<file path="config.mk">
export PLATFORM = sky130hd
export DESIGN_NAME = fetch_unit
export DESIGN_NICKNAME = d
export VERILOG_FILES = /design/src/rtl/fetch_unit.sv
export SDC_FILE = /design/constraint.sdc
export NUM_CORES = 1
export LEC_CHECK = 0
export BUFFER_PORTS_ARGS = -buffer_cell sky130_fd_sc_hd__buf_2
export CORE_MARGIN = 2
export CORE_UTILIZATION = 53
export CTS_BUF_LIST = sky130_fd_sc_hd__clkbuf_16
export DETAILED_ROUTE_END_ITERATION = 10
export PLACE_DENSITY = 0.81
export SLEW_MARGIN = 5
export SYNTH_ARGS = -nofsm -noshare
export SYNTH_HDL_FRONTEND = slang
export SYNTH_SLANG_ARGS = --single-unit
</file>
<file path="constraint.sdc">
create_clock -name clk -period 4.7 [get_ports clk]
set_input_delay 0 -clock clk [delete_from_list [all_inputs] [get_ports clk]]
set_output_delay 0 -clock clk [all_outputs]
set_load 0.05 [all_outputs]
</file>
<file path="src/rtl/fetch_unit.sv">
// Instruction fetch stage for the 8-bit Redux-V core: program counter, fetch/decode
// register with valid/ready handoff, redirect/flush, sticky halt, saturating fetch counter.
module fetch_unit #(
    parameter int                ADDR_W   = 8,
    parameter int                INSTR_W  = 8,
    parameter logic [ADDR_W-1:0] RESET_PC = '0,
    parameter int                CNT_W    = 16
) (
    input  logic               clk,
    input  logic               rst,
    output logic [ADDR_W-1:0]  imem_addr,
    input  logic [INSTR_W-1:0] imem_instr,
    output logic [INSTR_W-1:0] ir,
    output logic [ADDR_W-1:0]  ir_pc,
    output logic               ir_valid,
    input  logic               ir_ready,
    input  logic               redirect_valid,
    input  logic [ADDR_W-1:0]  redirect_target,
    input  logic               halt,
    output logic [ADDR_W-1:0]  pc,
    output logic               halted,
    output logic [CNT_W-1:0]   fetch_count
);

    localparam logic [1:0] ST_START  = 2'd0;
    localparam logic [1:0] ST_RUN    = 2'd1;
    localparam logic [1:0] ST_HALTED = 2'd2;

    logic [1:0] state;
    logic       accept;
    logic       load_ok;
    logic       fetch_en;
    logic       flush;
    logic       go_halt;

    assign accept    = ir_valid & ir_ready;
    assign load_ok   = !ir_valid | ir_ready;
    assign imem_addr = pc;
    assign halted    = (state == ST_HALTED);

    // Only RUN reacts to redirect/halt; redirect wins over halt, halt wins over fetch.
    always_comb begin
        // NOTE: every output gets a default first so no path leaves it unassigned (no latch).
        fetch_en = 1'b0;
        flush    = 1'b0;
        go_halt  = 1'b0;
        if (state == ST_RUN) begin
            if (redirect_valid) begin
                flush   = 1'b1;
                go_halt = halt;
            end else if (halt) begin
                go_halt = 1'b1;
            end else begin
                fetch_en = load_ok;
            end
        end
    end

    // NOTE: sequential state uses non-blocking assignments so every register samples pre-edge values.
    always_ff @(posedge clk or posedge rst) begin
        if (rst) begin
            state       <= ST_START;
            pc          <= RESET_PC;
            ir          <= '0;
            ir_pc       <= '0;
            ir_valid    <= 1'b0;
            fetch_count <= '0;
        end else begin
            if (accept && (fetch_count != {CNT_W{1'b1}}))
                fetch_count <= fetch_count + CNT_W'(1);

            case (state)
                ST_START: state <= ST_RUN;
                ST_RUN:   if (go_halt) state <= ST_HALTED;
                default:  state <= ST_HALTED;
            endcase

            // A flush drops ir even under backpressure; otherwise ir only empties on accept.
            if (flush) begin
                pc       <= redirect_target;
                ir_valid <= 1'b0;
            end else if (fetch_en) begin
                ir       <= imem_instr;
                ir_pc    <= pc;
                ir_valid <= 1'b1;
                pc       <= pc + ADDR_W'(1);
            end else if (accept) begin
                ir_valid <= 1'b0;
            end
        end
    end

endmodule

</file>
# Word-level counts from Yosys, hierarchy flattened
# Index checks and enable logic that the tools add are counted.
# totals
ff_bits	43
input_bits	21
output_inout_bits	50
elab_cells	36
# op_classes
n_addsub	2
n_eq_ne	4
n_mux	15
n_bitwise	3
reduce_logical	6
# op_table
op	count
16-bit by 1-bit adder with 16-bit output (second input constant)	1
8-bit two-way mux	2
16-bit != test (second input constant)	1
1-bit two-way mux	11
8-bit by 1-bit adder with 8-bit output (second input constant)	1
2-bit case mux with 2 select lines	1
3-bit nonzero test	1
2-bit by 1-bit equality test with 1-bit output (second input constant)	1
2-bit equality test (second input constant)	1
2-bit logical NOT	1
2-bit two-way mux	1
2-bit != test (second input constant)	1
2-bit AND reduction	1
2-bit nonzero test	1
1-bit bitwise AND	1
1-bit logical AND	1
1-bit logical NOT	1
1-bit NOT	1
1-bit bitwise OR	1

# Logic depth before layout (Yosys ltp)
# Gate-level depths: netlist of the first run.
# depth
ltp_word	7
ltp_mapped	6
ltp_nobuf	5

# Least setup slack after synthesis of the first run
# Ideal clock, no wire load.
# synth_timing
kind	reg2reg
start	reg fetch_count[0]
end	reg fetch_count[1]
setup_ns	0.125
t_arrival_ns	1.964
required_ns	4.575
setup_slack_ns	2.611
path_stages_with_launch	6
path_buffers	1
synth_period_minus_slack_ns	2.089
path_cell_list	dfrtp_1 -> ha_1 -> and4_1 -> clkbuf_1 -> a41oi_2 -> mux2_2
# synth_via
elab_chain_cells	2
word_cells_on_any_way	3
classes_between	1 x add/sub; 1 x eq/ne; 1 x reduce/logical
# synth_rtl
element	line_no	source
start: declaration	22	output logic [CNT_W-1:0] fetch_count
start signal: assignment	70	fetch_count <= fetch_count + CNT_W'(1);
branches (longest 2 deep; another with 16-bit by 1-bit adder with 16-bit output)	-	
# Parallel ways; which one is timed is not known.
# A chain may end at the register's enable or synchronous reset.

# Final worst setup path of the first run
# layout_timing
start	reg state[1]
end	reg ir[5]
# layout_via
elab_chain_cells	4
word_cells_on_any_way	5
classes_between	1 x eq/ne; 2 x mux; 1 x bitwise; 1 x reduce/logical
# layout_rtl
element	line_no	source
start: declaration	29	logic [1:0] state;
start signal: assignment	62	state <= ST_START;
start signal: assignment	73	ST_START: state <= ST_RUN;
start signal: assignment	74	ST_RUN: if (go_halt) state <= ST_HALTED;
2-bit by 1-bit equality test with 1-bit output *	47	if (state == ST_RUN) begin
1-bit two-way mux	47	
1-bit NOT (no line)	-	
2-bit AND reduction (no line) *	-	
end signal: assignment	83	ir <= imem_instr;
end: declaration	13	output logic [INSTR_W-1:0] ir,
# Mark *: on every way between the ends. The rest lies on a longest branch, timed or not.

==> results of run 1 <==
[worst paths after layout]
| check | from | to | slack, ns | cells after the start |
|---|---|---|---|---|
| worst min register to register | ir_pc[7]$_DFFE_PP0P_ | ir_pc[7]$_DFFE_PP0P_ | 0.50 | 1 |
| min in group asynchronous | rst | ir[4]$_DFFE_PP0P_ | 0.38 | 4 |
| worst max register to register | state[1]$_DFFE_PP0P_ | ir[5]$_DFFE_PP0P_ | 2.64 | 3 |
| max in group asynchronous | rst | imem_addr[3]$_DFFE_PP0P_ | 3.95 | 4 |
| worst max-delay path | state[1]$_DFFE_PP0P_ | ir[5]$_DFFE_PP0P_ | 2.64 | 3 |
| worst min-delay path | redirect_target[0] | imem_addr[0]$_DFFE_PP0P_ | 0.05 | 3 |
[placed cells by master (no fill, tap or decap), types with 11 or more instances in the layout]
| cell | count |
|---|---|
| nand3_1 | 12 |
| nand2_1 | 11 |
| xnor2_1 | 12 |
| nand4_1 | 13 |
| dfrtp_1 | 43 |
| mux2_2 | 18 |
| buf_2 | 70 |
| dlygate4sd3_1 | 17 |
[timing repair]
action	4_1_cts	5_1_grt
setup endpoints to repair	0	0
hold endpoints to repair	60	0
hold buffers	17	0
[critical path: stages, from the launching register on]
cell and delay (ns):
dfrtp_1 0.42, or3b_4 0.45, nor3_4 0.65, mux2_2 0.42
[stage by stage]
step / instance area [um^2] / cells
floorplan: 2020 / 172
global placement: 2350 / 279
detailed placement: 2350 / 279
CTS: 2710 / 304
global route: 2710 / 304
finish: 2710 / 304
[final cells by class]
type | count | share of cell area, %
Timing Repair Buffer | 88 | 19.5
Clock buffer | 5 | 4.61
Sequential cell | 43 | 39.7
Clock inverter | 3 | 2.35
Inverter | 2 | 0.277
Tap cell | 48 | 2.21
Multi-Input combinational cell | 115 | 31.4
[state kept, by name, summed over array words and instances, names as in the netlist]
name	flops
ir_valid	1
fetch_count	16
imem_addr	8
ir	8
state	2
ir_pc	8
[where the power goes]
part / leakage [nW] / switching, W / internal, W
clock network: 0.0952 / 0.000133 / 0.000302
logic: 0.668 / 0.000429 / 0.000135
registers: 0.570 / 0.0000809 / 0.000436
total: 1.33 / 0.000643 / 0.000873
[cells by family (layout without fill, tap and decap cells)]
kind of cell,after synthesis,count (layout)
AOI/OAI and AO/OA,19,19
muxes,18,18
adders and majority gates,2,2
xor gates and xnor gates,16,16
DFF,43,43
buffers and inverters,14,98
and+or+nand+nor,60,60
[layer usage]
metal | share of wire (%) | vias up | track usage, %
li1 | - | 784 | -
met1 | 41 | 803 | 28.6
met2 | 51 | 58 | 41.7
met3 | 6.0 | 8 | 6.34
met4 | 1.1 | 0 | 9.38
met5 | 0 | - | 0
==> metrics, run 1 <==
Vias between 1500 and 2000; row count 22; Post-synth EDFFs 0; Syn Area/Cell between 10 and 15 um^2; post-synthesis mux area share 10.1%; Setup CP Type register to register; Clk pin slew, worst setup/hold paths 0.06 ns; HPWL Detailed slightly above 3000 um; unrepaired setup endpoints after global routing no; Synth top area share between 50% and 60%; CTS Buffer Depth 2; CTS tree done; Pwr Total ~0.0015 W; layout cells sized above 1 between 30% and 40%; Synth Area in Adders 1.24%; Mapped Cells around 170; Clock Latency Late Sink about 0.28 ns; Synth area leader dfrtp_1; Die X between 60 and 70 um; outcome complete, no violations; core footprint between 3000 and 4000 um^2; number of global-route vias before repair roughly 1600; Core Util, Final about three quarters; CP max FO 17; Post-Syn Nets around 200; Post-Synth XOR/XNOR Area 6.95%; Setup-failing EPs final 0; ANT cells 0; PostCTS Resize Cnt 0; Setup WS post-layout about 2.6 ns; Slew Viols, Final 0; Die Height about 66 um; Filler cells between 200 and 300; layout net count about 280; die area around 4300 um^2; total number of yosys warnings 0; Synth-to-Final Area Change 34.6%; initial antenna violation count 0; DR iter-0 viols 67; Post-Syn Area a little over 2000 um^2; Hold Path Class input port to register; Worst EP arrival 2.22 ns; largest cells by area after synthesis dfrtp_1 (53%), mux2_2 (10%), xnor2_1 (5.2%); ys flop type dfrtp_1; Final GP Congestion between 0.8 and 0.9; worst IR drop on VDD roughly 0.44 mV; Slew HR 49.0%; Num CTS Buffers 5; area fraction in compound gates after synthesis between 6 and 7%; Synth Register Bits 43; most frequent cell after synthesis dfrtp_1; pre-CTS setup slack about 2.6 ns; Post-synth top cells dfrtp_1 (43), mux2_2 (18), nand4_1 (13); Seq/Total Area, Yosys between 50% and 60%; first-pass GRT wire length a little under 8000 um; Port Buffers 70; pwr/cell area 559 nW/um^2; Final period util between 40% and 50%; Initial Util between 50% and 60%; drt pass-1 iters 4; largest net degree at the start of global routing between 40 and 50; GRT overflow 0; Ports a little over 70; CTS sink count 43; Multi-input gate area 852 um^2; fin crit period around 2 ns; Post-CTS Setup Bufs 0; Fin Setup TNS 0 ns; register area between 1000 and 1500 um^2; drc violations 0; max cap viols 0; CP Capture Type register; vias per cell 5.44; Hold Vio Cnt, Final 0; fmax slightly below 500 MHz; Async S/R FF share, synth 100%; largest family of logic cells by synthesized area simple AND/OR/NAND/NOR gates; Worst Tran Pin Value about 0.76 ns; gr usage total between 20% and 30%; CP startpoint kind register; DR WL/cell between 15 and 20 um; Synth Area in Simple Gates between 10% and 20%; Root Driver clkbuf_16; Antenna Nets Post-Route 0; synth unique cells 36; number of H-tree levels 2; skew final 0.00337 ns; Routed WL approximately 4600 um; LEAKAGE between 1 and 1.5 nW; Min Hold Slack between 0.05 and 0.06 ns; WP data required between 4 and 5 ns
Power figures use the tool's default switching activity.
==> run 2: changes to the inputs <==
--- a/config.mk
+++ b/config.mk
@@ -7,10 +7,10 @@
 export LEC_CHECK = 0
 export BUFFER_PORTS_ARGS = -buffer_cell sky130_fd_sc_hd__buf_2
 export CORE_MARGIN = 2
-export CORE_UTILIZATION = 53
+export CORE_UTILIZATION = 49
 export CTS_BUF_LIST = sky130_fd_sc_hd__clkbuf_16
 export DETAILED_ROUTE_END_ITERATION = 10
-export PLACE_DENSITY = 0.81
+export PLACE_DENSITY = 0.76
 export SLEW_MARGIN = 5
 export SYNTH_ARGS = -nofsm -noshare
 export SYNTH_HDL_FRONTEND = slang
==> constraint.sdc (replaced) <==
create_clock -name clk -period 2.1 [get_ports clk]
set_input_delay 0 -clock clk [delete_from_list [all_inputs] [get_ports clk]]
set_output_delay 0 -clock clk [all_outputs]
set_load 0.05 [all_outputs]
==> run 2 against run 1 <==
Sequential share of layout area rose by 0.26 points. First-iteration DRC count rose by 93%. Global-route usage fell by 3.2 points. Register-to-register slack got worse by 2.5 ns. Clock skew rose by 0.00099 ns. Clock-buffer cell count did not move. Via count rose by 1.6%. Utilization fell by 6.2 points. Highest routed layer unchanged.
==> metrics, run 2 (same netlist as run 1, synthesis figures left out) <==
most frequent cells in the layout buf_2 (70), dfrtp_1 (43), mux2_2 (18), dlygate4sd3_1 (17), nand4_1 (13); LEAKAGE around 1.3 nW; WP buf/inv 0; fmax between 500 and 600 MHz; Slew Viols, Final 0; drc violations 0; Final GP Congestion roughly 0.83; row count 23; GRT overflow 0; r2r startpoint fetch_count[0]$_DFFE_PP0P_; Final period util ~92%; worst IR drop on VDD roughly 0.79 mV; CTS Buffer Depth 2; layout net count ~280; largest net degree at the start of global routing 44; Num CTS Buffers 5; Die Height about 68 um; ANT cells 0; Worst Hold Depth 3; Worst Hold Endpoint imem_addr[0]$_DFFE_PP0P_; max reg flops 16; PostCTS Resize Cnt 0; r2r endpoint fetch_count[1]$_DFFE_PP0P_; DR iter-0 viols ~130; CP max stage cell a41oi_2; most common library cell in the layout ignoring fill and taps buf_2; CP max FO 9; WP data required between 2 and 2.5 ns; Clock Latency Late Sink approximately 0.28 ns; Top Family by Delay on Critical Path compound AO/OA/AOI/OAI gates; Worst EP arrival roughly 2.1 ns; gr usage total 20.9%; Setup-failing EPs final 0; die area between 4000 and 5000 um^2; first-pass GRT wire length around 7100 um; Ports between 70 and 80; CTS tree done; number of H-tree levels 2; CP Capture Type register; DR WL/cell between 10 and 15 um; Root Driver clkbuf_16; Slew HR 63.1%; number of global-route vias before repair about 1500; Vias around 1700; Hold Vio Cnt, Final 0; core footprint ~4000 um^2; hold_sp redirect_target[0]; skew final approximately 0.0044 ns; drt pass-1 iters 4; FF-to-FF path depth 4; Filler cells 295; Worst Tran Pin Value around 0.55 ns; Clk pin slew, worst setup/hold paths 0.06 ns; CTS sink count 43; Synth-to-Final Area Change 33.7%; vias per cell 5.47; CP startpoint kind register; Largest stage delay, worst path approximately 0.45 ns; layout cells sized above 1 approximately 40%; unrepaired setup endpoints after global routing no; HPWL Detailed about 3100 um; Initial Util 50.8%; cts hold-fix bufs 17; Top reg by flops fetch_count; Die X ~68 um; max cap viols 0; Fin Setup TNS 0 ns; crit path cell chain ha_1 > and4_1 > a41oi_2 > mux2_2; pwr/cell area ~1200 nW/um^2; Setup CP Type register to register; Antenna Nets Post-Route 0; Hold Path Class input port to register; reg2reg setup slack between 0.15 and 0.2 ns; Placed Cells roughly 280; Routed WL around 4600 um; Post-CTS Setup Bufs 0; outcome complete, no violations; WP depth 4; fin crit period between 1.5 and 2 ns; Port Buffers 70; initial antenna violation count 0; Finished Layout Cells 307
==> run 2: changes by cell type in the layout (fill, tap and decap cells not counted), sizes merged <==
cell      change
bufinv        -2
buf           +1
clkinvlp      +2
==> run 2: stage by stage <==
| stage | setup slack (ns) | utilization [%] | cell area (um^2) | hold slack, ns | power [W] |
|---|---|---|---|---|---|
| floorplan | 0.0115 | - | 2020 | 0.105 | 0.00218 |
| global placement | 0.284 | 59.8 | 2380 | 0.158 | 0.00237 |
| detailed placement | 0.212 | 59.8 | 2380 | 0.162 | 0.00240 |
| CTS | 0.190 | 67.9 | 2700 | 0.0205 | 0.00321 |
| global route | 0.0906 | 67.9 | 2700 | 0.0509 | 0.00334 |
| finish | 0.169 | 67.9 | 2700 | 0.0305 | 0.00319 |
==> run 2: power by group <==
group / switching [W] / total [W] / internal, W
Combinational: 0.000953 / 0.00126 / 0.000304
Sequential: 0.000181 / 0.00116 / 0.000975
Clock: 0.000330 / 0.000775 / 0.000444
==> run 2: cell type report <==
| type | count | area [um^2] | area share, % |
|---|---|---|---|
| Clock buffer | 5 | 125 | 4.64 |
| Timing Repair Buffer | 89 | 548 | 20.3 |
| Clock inverter | 3 | 23.8 | 0.882 |
| Multi-Input combinational cell | 115 | 852 | 31.6 |
| Inverter | 2 | 7.51 | 0.279 |
| Tap cell | 50 | 62.6 | 2.32 |
| Sequential cell | 43 | 1080 | 39.9 |
==> run 2: how the worst max path moves through the flow <==
stage | startpoint | to
6_report | fetch_count[0]$_DFFE_PP0P_ | fetch_count[1]$_DFFE_PP0P_
5_1_grt | fetch_count[0]$_DFFE_PP0P_ | fetch_count[1]$_DFFE_PP0P_
4_1_cts | fetch_count[0]$_DFFE_PP0P_ | fetch_count[1]$_DFFE_PP0P_
3_5_place_dp | fetch_count[0]$_DFFE_PP0P_ | fetch_count[1]$_DFFE_PP0P_
3_3_place_gp | fetch_count[0]$_DFFE_PP0P_ | fetch_count[1]$_DFFE_PP0P_
2_1_floorplan | fetch_count[0]$_DFFE_PP0P_ | fetch_count[1]$_DFFE_PP0P_
==> run 2: metal layers <==
metal	part of all wire, %	wire [um]	up-vias	global-route usage, %
li1	-	-	793	-
met1	42	1950	823	25.6
met2	50	2310	55	33.3
met3	5.3	242	8	6.58
met4	1.8	84	0	10.3
met5	0	0	-	0
==> run 2: tightest hold or removal path: stages <==
cell,delay (ns)
buf_2,0.08
o22ai_1,0.08
a21oi_1,0.11
